[src/rtl/regfile_wb_arbiter.sv]
// Round-robin arbiter for the register-file write port (WE3/A3/WD3).
// Define INIT_CLEAR_EN to sweep x1..x31 to zero after reset.
module regfile_wb_arbiter #(
   parameter int NREQ = 3,
   parameter int AW   = 5,
   parameter int DW   = 32
) (
   input  logic             clk,
   input  logic             rst,
   input  logic [NREQ-1:0]    req_valid,
   input  logic [NREQ*AW-1:0] req_addr,
   input  logic [NREQ*DW-1:0] req_data,
   output logic [NREQ-1:0]    req_ready,
   output logic             WE3,
   output logic [AW-1:0]    A3,
   output logic [DW-1:0]    WD3,
   output logic             init_done,
   output logic [3:0]       busy_cnt
);

   localparam int PW = (NREQ > 1) ? $clog2(NREQ) : 1;

   logic [PW-1:0]   rr_ptr;
   logic [PW-1:0]   gidx;
   logic [PW-1:0]   nxt_ptr;
   logic [PW:0]     sum;
   logic [PW:0]     sum2;
   logic [PW-1:0]   cand;
   logic            found;
   logic            admit;
   logic [NREQ-1:0] gnt;
   logic [AW-1:0]   sel_addr;
   logic [DW-1:0]   sel_data;
   logic [4:0]      rej_cnt;
   logic            we_n;
   logic [AW-1:0]   a_n;
   logic [DW-1:0]   wd_n;

`ifdef INIT_CLEAR_EN
   typedef enum logic {
      S_INIT,
      S_ARB
   } state_t;

   state_t        state;
   state_t        state_n;
   logic [AW-1:0] idx;
   logic          done_q;

   // State register: reset always restarts the sweep
   always_ff @(posedge clk) begin
      if (rst) state <= S_INIT;
      else     state <= state_n;
   end

   // Next state: leave INIT after the top register is cleared
   always_comb begin
      state_n = state;
      if (state == S_INIT && idx == {AW{1'b1}})
         state_n = S_ARB;
   end

   // Clear index and the sweep-finished flag
   always_ff @(posedge clk) begin
      if (rst) begin
         idx    <= AW'(1);
         done_q <= 1'b0;
      end else begin
         if (state == S_INIT) idx <= idx + AW'(1);
         done_q <= (state_n == S_ARB);
      end
   end

   assign init_done = done_q;
   assign admit     = done_q & ~rst;
`else
   assign init_done = ~rst;
   assign admit     = ~rst;
`endif

   // Rotating priority scan starting at rr_ptr
   always_comb begin
      gnt   = '0;
      gidx  = '0;
      found = 1'b0;
      sum   = '0;
      cand  = '0;
      for (int k = 0; k < NREQ; k++) begin
         sum = {1'b0, rr_ptr} + (PW+1)'(k);
         if (sum >= (PW+1)'(NREQ))
            sum = sum - (PW+1)'(NREQ);
         cand = sum[PW-1:0];
         if (admit && !found && req_valid[cand]) begin
            found     = 1'b1;
            gnt[cand] = 1'b1;
            gidx      = cand;
         end
      end
   end

   // Grant mux, pointer advance and rejection count
   always_comb begin
      sel_addr = '0;
      sel_data = '0;
      rej_cnt  = '0;
      for (int i = 0; i < NREQ; i++) begin
         if (gnt[i]) begin
            sel_addr = req_addr[i*AW +: AW];
            sel_data = req_data[i*DW +: DW];
         end
         rej_cnt = rej_cnt + 5'(req_valid[i] & ~gnt[i]);
      end
      sum2 = {1'b0, gidx} + (PW+1)'(1);
      if (sum2 >= (PW+1)'(NREQ)) nxt_ptr = '0;
      else                       nxt_ptr = sum2[PW-1:0];
      if (rst)                 busy_cnt = 4'd0;
      else if (rej_cnt > 5'd15) busy_cnt = 4'hF;
      else                     busy_cnt = rej_cnt[3:0];
   end

   assign req_ready = gnt;

   // Next write-port values; x0 writes are consumed silently
   always_comb begin
      we_n = 1'b0;
      a_n  = A3;
      wd_n = WD3;
      if (|gnt && sel_addr != '0) begin
         we_n = 1'b1;
         a_n  = sel_addr;
         wd_n = sel_data;
      end
`ifdef INIT_CLEAR_EN
      if (state == S_INIT) begin
         we_n = 1'b1;
         a_n  = idx;
         wd_n = '0;
      end
`endif
   end

   // Registered write port and round-robin pointer
   always_ff @(posedge clk) begin
      if (rst) begin
         WE3    <= 1'b0;
         A3     <= '0;
         WD3    <= '0;
         rr_ptr <= '0;
      end else begin
         WE3 <= we_n;
         A3  <= a_n;
         WD3 <= wd_n;
         if (|gnt) rr_ptr <= nxt_ptr;
      end
   end

endmodule

[config.mk]
export PLATFORM = sky130hd
export DESIGN_NAME = regfile_wb_arbiter
export DESIGN_NICKNAME = d
export VERILOG_FILES = /design/src/rtl/regfile_wb_arbiter.sv
export SDC_FILE = /design/constraint.sdc
export NUM_CORES = 1
export LEC_CHECK = 0
export ABC_AREA = 1
export CAP_MARGIN = 10
export CORE_ASPECT_RATIO = 0.9
export CORE_MARGIN = 2
export CORE_UTILIZATION = 45
export DETAILED_ROUTE_END_ITERATION = 7
export DONT_BUFFER_PORTS = 1
export HOLD_SLACK_MARGIN = 0.12
export PLACE_DENSITY_LB_ADDON = 0.25
export SYNTH_ARGS = -nofsm -noshare
export SYNTH_HDL_FRONTEND = slang
export SYNTH_SLANG_ARGS = --single-unit
[constraint.sdc]
create_clock -name clk -period 6.95 [get_ports clk]
set_input_delay 1.0425 -clock clk [delete_from_list [all_inputs] [get_ports clk]]
set_output_delay 1.0425 -clock clk [all_outputs]
set_load 0.02 [all_outputs]
# Word level (Yosys, flattened, before mapping)
# Cells that the tools add are included.
[totals]
out_inout_bits = 46
input_bits = 116
regBits = 40
[op_classes]
reduce_logical = 13
mux = 33
magnitude_cmp = 11
n_bitwise = 9
n_addsub = 8
[op_table]
columns = ["operator", "count"]
rows = [
  ["2-to-1 mux 32 bit", 3],
  ["bitwise AND 1 x 5 -> 5 bit", 3],
  ["2-to-1 mux 5 bit", 3],
  ["NOT 1 -> 5 bit", 3],
  ["2-to-1 mux 2 bit", 7],
  ["adder 5 bit", 2],
  ["greater-or-equal comparator 3 x 2 -> 1 bit, second input constant", 3],
  ["logical AND 1 bit", 9],
  ["< comparator 2 x 3 -> 1 bit, second input constant", 3],
  ["2-to-1 mux 1 bit", 9],
  ["2-to-1 mux 3 bit", 3],
  ["2-to-1 mux 4 bit", 2],
  ["adder 2 x 1 -> 3 bit, second input constant", 2],
  ["binary-select mux 1 bit (select 2 bit)", 3],
  ["demux 1 bit (select 2 bit)", 3],
  ["greater-or-equal comparator 2 x 1 -> 1 bit, second input constant", 3],
  ["bitwise OR 3 bit", 2],
  ["subtractor 2 bit, second input constant", 3],
  ["> comparator 5 x 4 -> 1 bit, second input constant", 1],
  ["nonzero test 5 bit", 1],
  ["adder 2 x 2 -> 3 bit, second input constant", 1],
  ["OR reduction 3 bit", 1],
  ["greater-or-equal comparator 2 bit, second input constant", 1],
  ["logical NOT 1 bit", 2],
  ["NOT 1 bit", 1],
]

# Longest topological paths before layout
[depth]
word_depth = 21
mapped_depth = 20
depth_no_buf = 19

# Worst setup path after synthesis
# No wires, ideal clock.
[synth_timing]
path_kind = "input to output"
startpoint = "input port rst"
endpoint = "output port busy_cnt[0]"
cell_stages = 14
path_buffers = 5
slack_ps = 2669
t_arrival_ps = 3239
required_ps = 5907
cell_sequence = "buf_2 > inv_2 > buf_6 > nand2_2 > nor2_4 > nand3_1 > nand2_2 > buf_6 > buf_2 > buf_2 > nor2_1 > fa_1 > inv_1 > nor2_1"
[synth_via]
word_cells_on_any_way = 26
[synth_rtl]
columns = ["item", "line_no", "text"]
rows = [
  ["start: declaration", "9", "input logic rst,"],
  ["NOT 1 bit (*)", "78", "assign admit = ~rst;"],
  ["logical AND 1 bit", "93", "if (admit && !found && req_valid[cand]) begin"],
  ["2-to-1 mux 1 bit", "93", ""],
  ["logical NOT 1 bit", "93", ""],
  ["logical AND 1 bit (2 in series)", "93", ""],
  ["2-to-1 mux 1 bit", "93", ""],
  ["logical NOT 1 bit", "93", ""],
  ["logical AND 1 bit (2 in series)", "93", ""],
  ["2-to-1 mux 3 bit (*)", "93", ""],
  ["via req_ready[2]", "13", "output logic [NREQ-1:0] req_ready,"],
  ["NOT 1 -> 5 bit (*)", "111", "rej_cnt = rej_cnt + 5'(req_valid[i] & ~gnt[i]);"],
  ["bitwise AND 1 x 5 -> 5 bit (*)", "111", ""],
  ["adder 5 bit (*)", "111", ""],
  ["> comparator 5 x 4 -> 1 bit", "117", "else if (rej_cnt > 5'd15) busy_cnt = 4'hF;"],
  ["2-to-1 mux 4 bit (*)", "117", ""],
  ["2-to-1 mux 4 bit (*)", "116", "if (rst) busy_cnt = 4'd0;"],
  ["end: declaration", "18", "output logic [3:0] busy_cnt"],
]
# Mark *: on every way through the listed nets, which the timed path passes. The rest lies on a longest branch.

# Final worst setup path
[layout_timing]
startpoint = "input port rst"
endpoint = "output port busy_cnt[0]"
[layout_via]
elab_chain_cells = 18
word_cells_on_any_way = 26
[layout_lines]
columns = ["item", "line_no"]
rows = [
  ["NOT 1 bit (*)", "78"],
  ["logical AND 1 bit", "93"],
  ["2-to-1 mux 1 bit", "93"],
  ["logical NOT 1 bit", "93"],
  ["logical AND 1 bit (2 in series)", "93"],
  ["2-to-1 mux 1 bit", "93"],
  ["logical NOT 1 bit", "93"],
  ["logical AND 1 bit (2 in series)", "93"],
  ["2-to-1 mux 3 bit (*)", "93"],
  ["via req_ready[0]", "13"],
  ["NOT 1 -> 5 bit (*)", "111"],
  ["bitwise AND 1 x 5 -> 5 bit (*)", "111"],
  ["adder 5 bit (*) (2 in series)", "111"],
  ["> comparator 5 x 4 -> 1 bit", "117"],
  ["2-to-1 mux 4 bit (*)", "117"],
  ["2-to-1 mux 4 bit (*)", "116"],
]
# Marked as above.

==> results.md <==
* Status: complete, no violations
* Post-Syn Instances at 423
* Clock buffer depth at 2
* CTS tree: done
* Num CTS Buffers at 5
* GP Congestion at 0.795
* Post-synthesis area per instance at 6.56 µm²
* Final Skew at 0.00578 ns
* FF+latch count, synth at 40
* Sequential element share of the synthesized area at 28.9%
* Nets at 521
* Util after Layout at 45.5%
* Layout cells sized above 1 at 9.50%
* Reg2reg end: A3[2]
* Worst EP arrival at 3.75 ns
* Number of hold violations in the final report at 0
* Worst-path clk slew at 0.07 ns
* Worst path max stage delay at 0.62 ns
* Critical Path RT at 5.91 ns
* Hold depth at 2
* CP Max Fanout at 40
* Reg2Reg Launch Point: rr_ptr[0]
* Total global routing overflow at 0
* # diodes at 0
* Register Area at 801 µm²
* Die ar. at 0.00681 mm²
* Final setup vio count at 0
* Initial DRC count at 95
* PostCTS Resize Cnt at 0
* TritonRoute pass-1 iters at 4
* Fillcell total at 647
* Critical hold path startpoint: rr_ptr[1]
* Crit. End Element: output pin
* Mapped cell area at 0.00278 mm²
* Setup TNS at 0 ns
* Slowest CP cell: nand2_2
* Root Buffer: clkbuf_8
* Clock Latency Late Sink at 0.28 ns
* Ratio of final minimum period to clock period at 68.9%
* Pleak at 1.43 nW
* Max-cap violations at 0
* Post-CTS setup buffers at 0
* WL final at 6970 µm
* RSZ-0062 raised after global routing: false
* Cell Pwr Density at 515 mW/mm²
* Least-Margin Pin Slew at 0.840 ns
* Dpl hpwl at 5100 µm
* # hold bufs at CTS at 0
* Crit Path Category: in -> out
* Fmax achieved at 0.209 GHz
* Initial antenna violation count at 0
* CP startpoint kind: primary input
* DRT antenna net count at 0
* Cell variety after synth at 31
* Number of global-route vias before repair at 2291
* Core Box Area at 0.00605 mm²
* Die width at 86.8 µm
* Multi-input gate area at 0.00157 mm²
* First-pass GRT wire length at 10900 µm
* Ports at 162
* DR vias/cell at 5.60
* Die height at 78.5 µm
* Cell chain of the critical path: inv_2, nand3_1, nor2_1, nor2_1, nand2_2, nor2_1, fa_1, inv_1, nor2_1
* WHS Endpoint: rr_ptr[1]
* Vias after detailed routing at 2643
* Maximum vdd drop at 0.000212 V
* Port bufs at 0
* Number of cell rows at 27
* Min cycle time layout at 4.79 ns
* Initial Util at 45.9%
* Crit path from: rst
* CTS Sinks at 40
* Buf/Inv on CP at 2
* Relative slew slack at 43.8%
* Yosys warnings at 0
* Wire per inst at 14.8 µm
* Fin. max-slew vios at 0
* Cell family with most CP delay: simple AND/OR/NAND/NOR gates
* CP most frequent cell: nor2_1
* H-Tree Depth at 2
* Number of remaining DRC errors at 0
* Worst hold path type: reg -> reg
* Largest net degree at the start of global routing at 77
* Register-to-Register Path Depth at 16
* Area growth from synthesis to layout at -0.812%
* GRT Total Usage at 19.8%
* R2r setup slk at 3.38 ns
-- report_power, final --
part	leakage, nW	switching, mW	total (mW)	internal (mW)
registers	0.330	0.137	0.451	0.314
clock network	0.0410	0.0709	0.139	0.0682
logic	1.06	0.572	0.827	0.255
total	1.43	0.780	1.42	0.638
-- cells in the final DEF, fill, tap and decap left out, types with 3 or more instances in the layout --
master    instances
dfxtp_1          40
nand2_4           3
nand2_1          88
nand2_2           8
inv_2             7
clkbuf_8          5
nor2_1           20
inv_1            49
nand3_1          79
a21oi_1          40
ha_1              4
nand3_2           3
a22oi_1          32
-- worst register-to-register path, stage by stage, from the launching register on --
cell     delay, ns
dfxtp_1       0.41
inv_1         0.09
ha_1          0.37
inv_2         0.13
o21ai_0       0.10
o21ai_1       0.26
nand3_1       0.18
nand2_4       0.44
inv_2         0.40
nand3_1       0.17
nand2_1       0.07
nand2_1       0.13
nand2_1       0.12
nor2_4        0.15
nand2_4       0.23
nor2_1        0.16
nor2_1        0.06
-- synth_stat cells --
| cell | count | area share (%) |
|---|---|---|
| buf_1 | 2 | 0.27 |
| inv_2 | 7 | 0.95 |
| dfxtp_1 | 40 | 29 |
| nor2_1 | 20 | 2.7 |
| ha_1 | 4 | 1.8 |
| a21oi_1 | 40 | 7.2 |
| o21ai_0 | 2 | 0.36 |
| buf_2 | 5 | 0.90 |
| fa_1 | 1 | 0.72 |
| inv_1 | 49 | 6.6 |
| nor2_8 | 1 | 0.72 |
| buf_6 | 7 | 2.8 |
| conb_1 | 1 | 0.14 |
| o221a_2 | 1 | 0.41 |
| buf_4 | 6 | 1.6 |
| nand2_4 | 3 | 1.2 |
| clkbuf_1 | 12 | 1.6 |
| nor2_4 | 2 | 0.81 |
| nand3_2 | 3 | 1.1 |
| o21ai_1 | 1 | 0.18 |
| a22oi_1 | 32 | 8.7 |
| o21ai_2 | 1 | 0.32 |
| or2_2 | 1 | 0.23 |
| nand3_1 | 79 | 14 |
| a21oi_2 | 2 | 0.63 |
| nor3_1 | 1 | 0.18 |
| a211oi_1 | 1 | 0.27 |
| nand2_2 | 8 | 1.8 |
| nand3b_1 | 1 | 0.27 |
| nor2_2 | 2 | 0.45 |
| nand2_1 | 88 | 12 |
-- sequential cells by signal (all words and copies together), names as in the netlist --
register,cells
A3,5
rr_ptr,2
WD3,32
WE3,1
-- kinds of logic after synthesis --
family / share of synthesized area [%]
buffers and inverters: 14.8
adder cells (fa/ha/maj): 2.52
AND/OR/NAND/NOR: 35.6
AO/OA/AOI/OAI: 18.0
other: 0.135
flip-flops: 28.9
-- how the worst max path moves through the flow --
stage | end | cells past startpoint
after floorplan | busy_cnt[0] | 14
after global placement | busy_cnt[0] | 9
after detailed placement | busy_cnt[0] | 9
after CTS | busy_cnt[0] | 9
after global routing | busy_cnt[0] | 9
final | busy_cnt[0] | 9
-- routing by layer --
metal  vias up  track usage (%)  part of all wire (%)  wire (µm)
li1       1337                -                     -          -
met1      1179             26.0                    43       3000
met2       125             33.1                    48       3340
met3         2             4.52                   8.7        606
met4         0             3.91                  0.33         23
met5         -                0                     0          0
-- through the flow --
step / power (mW) / area (µm²) / hold WS, ns / worst slack, ns / cells
final: 1.42 / 2750 / 0.527 / 2.16 / 472
after global routing: 1.56 / 2750 / 0.572 / 1.88 / 472
after CTS: 1.44 / 2750 / 0.532 / 2.13 / 472
after detailed placement: 1.30 / 2680 / 0.521 / 2.13 / 465
after global placement: 1.28 / 2680 / 0.493 / 2.25 / 465
after floorplan: 1.22 / 2780 / 0.476 / 2.67 / 424
-- area by class of cell --
class / count / share of cell area [%]
clock inverter: 1 / 0.182
inverter: 56 / 7.64
clock buffer: 6 / 2.64
multi-input combinational: 296 / 56.9
tap: 72 / 3.27
sequential: 40 / 29.1
timing repair buffer: 1 / 0.273
Note: power is estimated with default switching activity, not from simulation.
